$ cat config.mk
export PLATFORM = sky130hd
export DESIGN_NAME = arm_irq_sequencer
export DESIGN_NICKNAME = d
export VERILOG_FILES = /design/src/rtl/arm_pkg.sv /design/src/rtl/irq_sync.sv /design/src/rtl/arm_irq_sequencer.sv
export SDC_FILE = /design/constraint.sdc
export NUM_CORES = 1
export LEC_CHECK = 0
export BUFFER_PORTS_ARGS = -buffer_cell sky130_fd_sc_hd__buf_2
export CAP_MARGIN = 0
export CORE_ASPECT_RATIO = 1.75
export CORE_MARGIN = 3
export CORE_UTILIZATION = 49
export DETAILED_ROUTE_END_ITERATION = 8
export GPL_ROUTABILITY_DRIVEN = 0
export HOLD_SLACK_MARGIN = 0.1
export PLACE_DENSITY_LB_ADDON = 0.08
export SETUP_SLACK_MARGIN = 0.3
export SYNTH_ARGS = -nofsm -noshare
export SYNTH_HDL_FRONTEND = slang
export SYNTH_SLANG_ARGS = --single-unit
$ cat constraint.sdc
create_clock -name clk -period 1.8 [get_ports clk]
set_input_delay 0.36 -clock clk [delete_from_list [all_inputs] [get_ports clk]]
set_output_delay 0.36 -clock clk [all_outputs]
set_load 0.005 [all_outputs]
$ cat src/rtl/arm_pkg.sv
// Shared ARM core definitions: IRQ sequencer state encoding and fixed constants.
package arm_pkg;

    typedef enum logic [2:0] {
        IRQ_IDLE   = 3'd0,
        IRQ_DRAIN  = 3'd1,
        IRQ_FLUSH  = 3'd2,
        IRQ_VECTOR = 3'd3,
        IRQ_ACTIVE = 3'd4
    } irq_state_e;

    localparam logic [31:0] IRQ_VECTOR_DEFAULT = 32'h0000_0018;
    localparam logic [3:0]  LR_REG_IDX         = 4'd14;

endpackage

$ cat src/rtl/irq_sync.sv
// Multi-flop synchroniser for an asynchronous level input; resets to a
// configurable idle level so inactive-low pins do not glitch out of reset.
module irq_sync #(
    parameter int   STAGES    = 2,
    parameter logic RESET_VAL = 1'b1
) (
    input  logic clk,
    input  logic reset,
    input  logic d,
    output logic q
);

    logic [STAGES-1:0] chain;

    always_ff @(posedge clk) begin
        if (reset) chain <= {STAGES{RESET_VAL}};
        else       chain <= {chain[STAGES-2:0], d};
    end

    assign q = chain[STAGES-1];

endmodule

$ cat src/rtl/arm_irq_sequencer.sv
// IRQ entry/exit sequencer: waits for a safe point, flushes IF/ID and ID/EX,
// writes r14 and redirects fetch, then holds irq_active until the handler returns.
module arm_irq_sequencer
    import arm_pkg::*;
#(
    parameter logic [31:0] VECTOR_ADDR  = IRQ_VECTOR_DEFAULT,
    parameter int          SYNC_STAGES  = 2,
    parameter int          FLUSH_CYCLES = 3
) (
    input  logic        clk,
    input  logic        reset,
    input  logic        nIRQ,
    input  logic        irq_mask,
    input  logic [31:0] pc_d,
    input  logic        branch_pending,
    input  logic        stall,
    input  logic        ret_valid,
    output logic        irq_flush,
    output logic        pc_redirect,
    output logic [31:0] pc_target,
    output logic        lr_we,
    output logic [31:0] lr_wdata,
    output logic        irq_ack,
    output logic        irq_active,
    output logic [2:0]  state_o
);

    localparam logic [2:0] FLUSH_LAST = 3'(FLUSH_CYCLES - 1);

    irq_state_e  state, state_n;
    logic [2:0]  cnt;
    logic [31:0] saved_lr;
    logic        sync_out;
    logic        irq_req;

    irq_sync #(.STAGES(SYNC_STAGES), .RESET_VAL(1'b1)) u_sync (
        .clk   (clk),
        .reset (reset),
        .d     (nIRQ),
        .q     (sync_out)
    );

    assign irq_req = ~sync_out;

    always_comb begin
        state_n     = state;
        irq_flush   = 1'b0;
        pc_redirect = 1'b0;
        lr_we       = 1'b0;
        irq_ack     = 1'b0;
        irq_active  = 1'b0;
        case (state)
            IRQ_IDLE: begin
                if (irq_req && !irq_mask) state_n = IRQ_DRAIN;
            end
            IRQ_DRAIN: begin
                // Withdrawal is only honoured here; once flushing starts we are committed.
                if (!irq_req)                     state_n = IRQ_IDLE;
                else if (!branch_pending && !stall) state_n = IRQ_FLUSH;
            end
            IRQ_FLUSH: begin
                irq_flush = 1'b1;
                if (cnt == FLUSH_LAST) state_n = IRQ_VECTOR;
            end
            IRQ_VECTOR: begin
                irq_flush   = 1'b1;
                pc_redirect = 1'b1;
                lr_we       = 1'b1;
                irq_ack     = 1'b1;
                state_n     = IRQ_ACTIVE;
            end
            IRQ_ACTIVE: begin
                irq_active = 1'b1;
                if (ret_valid) state_n = IRQ_IDLE;
            end
            default: state_n = IRQ_IDLE;
        endcase
    end

    always_ff @(posedge clk) begin
        if (reset) begin
            state    <= IRQ_IDLE;
            cnt      <= 3'd0;
            saved_lr <= 32'd0;
            lr_wdata <= 32'd0;
        end else begin
            state <= state_n;
            cnt   <= (state == IRQ_FLUSH) ? cnt + 3'd1 : 3'd0;
            if (state == IRQ_DRAIN && state_n == IRQ_FLUSH) saved_lr <= pc_d + 32'd4;
            // Registered so r14 data is stable for the whole VECTOR cycle.
            lr_wdata <= (state_n == IRQ_VECTOR) ? saved_lr : 32'd0;
        end
    end

    assign pc_target = VECTOR_ADDR;
    assign state_o   = state;

endmodule

==> summary.md <==
| Metric | Value |
|---|---|
| Adder-Cell Fraction of Synth Area | `0.0121` |
| Cell with the most instances after synthesis | `dfxtp_1` |
| Worst-path fanout max | `5` |
| Combinational family with the most area after synthesis | `simple AND/OR/NAND/NOR gates` |
| Final Hold Fails | `0` |
| Reg2reg start | `state_o[1]` |
| Vias/cell | `~5` |
| R2r setup slk | `0.30 ns` |
| Crit Reg-Reg Endpoint | `saved_lr[7]` |
| Commonest cells in the netlist | `dfxtp_1, nor2_1, and2_1, buf_4, a211oi_1` |
| WL final | `around 7000 um` |
| Peak supply drop | `around 0.6 mV` |
| Final worst setup slack | `approximately 0.30 ns` |
| CTS tree | `done` |
| EDFF count, synth | `0` |
| Top-area cell type share of the netlist area | `0.464` |
| Hold path start | `nIRQ` |
| Clock slew at reported path FFs | `around 0.070 ns` |
| Gr usage total | `0.181` |
| Max cap viols | `0` |
| Worst r2r path cells | `7` |
| Status | `finished, final reports clean` |
| Multiplexer share of the synthesized area | `0.00966` |
| Slew Viols, Final | `0` |
| Design Power | `3.07 mW` |
| I/O pin count | `111` |
| Vias | `2459` |
| H-tree depth | `3` |
| Unrepaired setup endpoints after global routing | `yes` |
| Initial DRC Count | `95` |
| Main flop type after synthesis | `dfxtp_1` |
| First-pass GRT wire length | `just over 10000 um` |
| Crit share post-route | `0.832` |
| Placed insts | `between 400 and 500` |
| Final min period | `approximately 1.5 ns` |
| Row count | `37` |
| Sequential area share after synthesis | `0.464` |
| Inserted Clock Buffers | `9` |
| Startpoint Class | `flop` |
| Leakage | `around 1.7 nW` |
| Largest net degree at the start of global routing | `63` |
| Syn_area_per_cell | `approximately 9.6 um2` |
| Worst clock skew | `around 0.0075 ns` |
| Total Nets Final | `~460` |
| Place WS | `-0.0168 ns` |
| Die Ht | `approximately 110 um` |
| PwrDens | `~800 mW/mm2` |
| WL/cell | `~14 um` |
| Core area | `between 0.006 and 0.007 mm2` |
| CP Cell Sequence | `nor2b_2 -> and2_4 -> buf_2` |
| Layout cell share with drive strength beyond 1 | `0.316` |
| Sink Count | `72` |
| FMAX | `668 MHz` |
| Simple-gate portion of the synthesized area | `0.241` |
| Critical Path AT | `between 1 and 1.5 ns` |
| Number of global-route vias before repair | `about 2200` |
| Synth top area cells | `dfxtp_1, buf_4, and2_1` |
| CTS root buffer | `clkbuf_8` |
| DRT Pass-1 Iters | `4` |
| Async SR Flop Fraction | `0` |
| Worst skew pair latency | `about 0.35 ns` |
| Port Buffers | `slightly below 80` |
| CP endpoint kind | `output pin` |
| Worst path slowest cell | `dfxtp_4` |
| Hold path endpoint | `u_sync.chain[0]` |
| Layout Cells excl Fill | `499` |
| DIE AREA | `~0.0074 mm2` |
| Final setup violating endpoints | `0` |
| CP max stage delay | `0.36 ns` |
| Syn-to-layout area delta | `25.3%` |
| Initial antenna violation count | `0` |
| XOR/XNOR share of the synthesized area | `0.0817` |
| Setup CP Type | `reg -> out` |
| Initial Utilization | `0.516` |
| WHS Path Cells | `2` |
| Filler cells | `roughly 560` |
| Global route total overflow | `0` |
| Inserted Diodes | `0` |
| Mapped Cells | `approximately 330` |
| Area leader, netlist | `dfxtp_1` |
| Type of the worst min-delay path | `in -> reg` |
| Compound-Gate Fraction of Synth Area | `0.0849` |
| Hold-fix buffers, CTS | `0` |
| Unique masters post-synth | `31` |
| Antenna viol nets, final | `0` |
| Ys Warns | `0` |
| Mapped cell area | `0.00311 mm2` |
| Longest Clk Path Bufs | `2` |
| DRC | `0` |
| Die W | `around 66 um` |
| DP Wirelength | `4510 um` |
| Req. time, crit path | `roughly 1.4 ns` |
| FF+latch count, synth | `between 70 and 80` |
[kinds of logic (layout without fill, tap and decap cells)]
logic type | count (synthesis) | count (layout)
simple gates | 130 | 130
flops | 72 | 72
buf+inv | 52 | 118
compound gates | 34 | 34
xor+xnor | 29 | 29
fa+ha+maj | 3 | 3
mux | 3 | 3
other cells | 2 | 32
[routing by layer]
metal / track usage / wire, um / vias to the layer above
li1: - / - / 1208
met1: 0.201 / 2760 / 1150
met2: 0.303 / 3580 / 86
met3: 0.0616 / 477 / 15
met4: 0.0814 / 157 / 0
met5: 0 / 0 / -
[sequential cells by signal, summed over array words and instances, names as in the netlist]
register / flops
lr_wdata: 32
saved_lr: 32
cnt: 3
state_o: 3
u_sync.chain: 2
[what timing repair did]
item / CTS / global route
pin swaps: 0 / 13
gates cloned: 0 / 6
setup endpoints to repair: 12 / 68
resized for setup: 2 / 17
buffers inserted: 0 / 4
[per-stage QoR]
step           area (um2)  utilization  hold WS [ns]  setup TNS, ns
2_1_floorplan        3230            -         0.389              0
3_3_place_gp         3490        0.580         0.394       -0.00424
3_5_place_dp         3490        0.580         0.400        -0.0168
4_1_cts              3700        0.614         0.178              0
5_1_grt              3890        0.647         0.184              0
6_report             3890        0.647         0.196              0
[power breakdown]
| part | switching (mW) | internal (mW) | leakage, nW | total [mW] |
|---|---|---|---|---|
| Clock | 0.569 | 0.718 | 0.0969 | 1.29 |
| Sequential | 0.00167 | 1.59 | 0.582 | 1.60 |
| Combinational | 0.115 | 0.0694 | 0.993 | 0.184 |
[how the worst max path moves through the flow]
stage | depth (start not counted) | from | slack (ns) | end
5_1_grt | 7 | state_o[1] | 0.20 | saved_lr[31]
2_1_floorplan | 6 | state_o[1] | 0.32 | saved_lr[3]
3_3_place_gp | 7 | pc_d[2] | -0.004 | saved_lr[22]
3_5_place_dp | 7 | pc_d[2] | -0.02 | saved_lr[22]
6_report | 3 | state_o[1] | 0.30 | pc_redirect
4_1_cts | 6 | state_o[1] | 0.27 | saved_lr[8]
[worst max-delay path, delay by kind of cell, from the launching register on]
family                 cells  cell delay, ns
flip-flops                 1            0.36
buffers and inverters      1            0.12
AND/OR/NAND/NOR            2            0.32
[area by class of cell]
type	count	area, um2	share of cell area
tap	78	97.6	0.0251
clock buffer	14	163	0.0418
sequential	72	1450	0.372
timing repair buffer	97	626	0.161
clock inverter	2	37.5	0.00964
multi-input combinational	231	1510	0.386
inverter	5	18.8	0.00482
[cell usage in the layout (no fill, tap or decap), types with 2 or more instances in the layout]
| cell | synthesis | final |
|---|---|---|
| dfxtp_1 | 72 | 69 |
| and2_1 | 34 | 33 |
| inv_1 | 5 | 5 |
| buf_6 | 0 | 6 |
| a211oi_1 | 26 | 23 |
| xnor2_1 | 7 | 7 |
| xor2_1 | 22 | 22 |
| nand3_1 | 10 | 10 |
| o21ai_0 | 2 | 2 |
| dfxtp_2 | 0 | 2 |
| conb_1 | 2 | 32 |
| buf_4 | 34 | 10 |
| a211oi_2 | 3 | 6 |
| clkbuf_8 | 0 | 11 |
| and3_1 | 3 | 3 |
| ha_1 | 3 | 2 |
| clkbuf_16 | 0 | 3 |
| nor2_1 | 43 | 42 |
| nor3_1 | 2 | 2 |
| nand2_1 | 11 | 11 |
| clkbuf_1 | 11 | 3 |
| nor4_4 | 3 | 3 |
| mux2i_1 | 3 | 3 |
| buf_2 | 2 | 76 |
| nor3b_2 | 0 | 2 |
| nand4_1 | 13 | 13 |
| nand4_4 | 2 | 2 |
| or2_2 | 2 | 2 |
No activity file was read; power rests on OpenSTA's default activity.
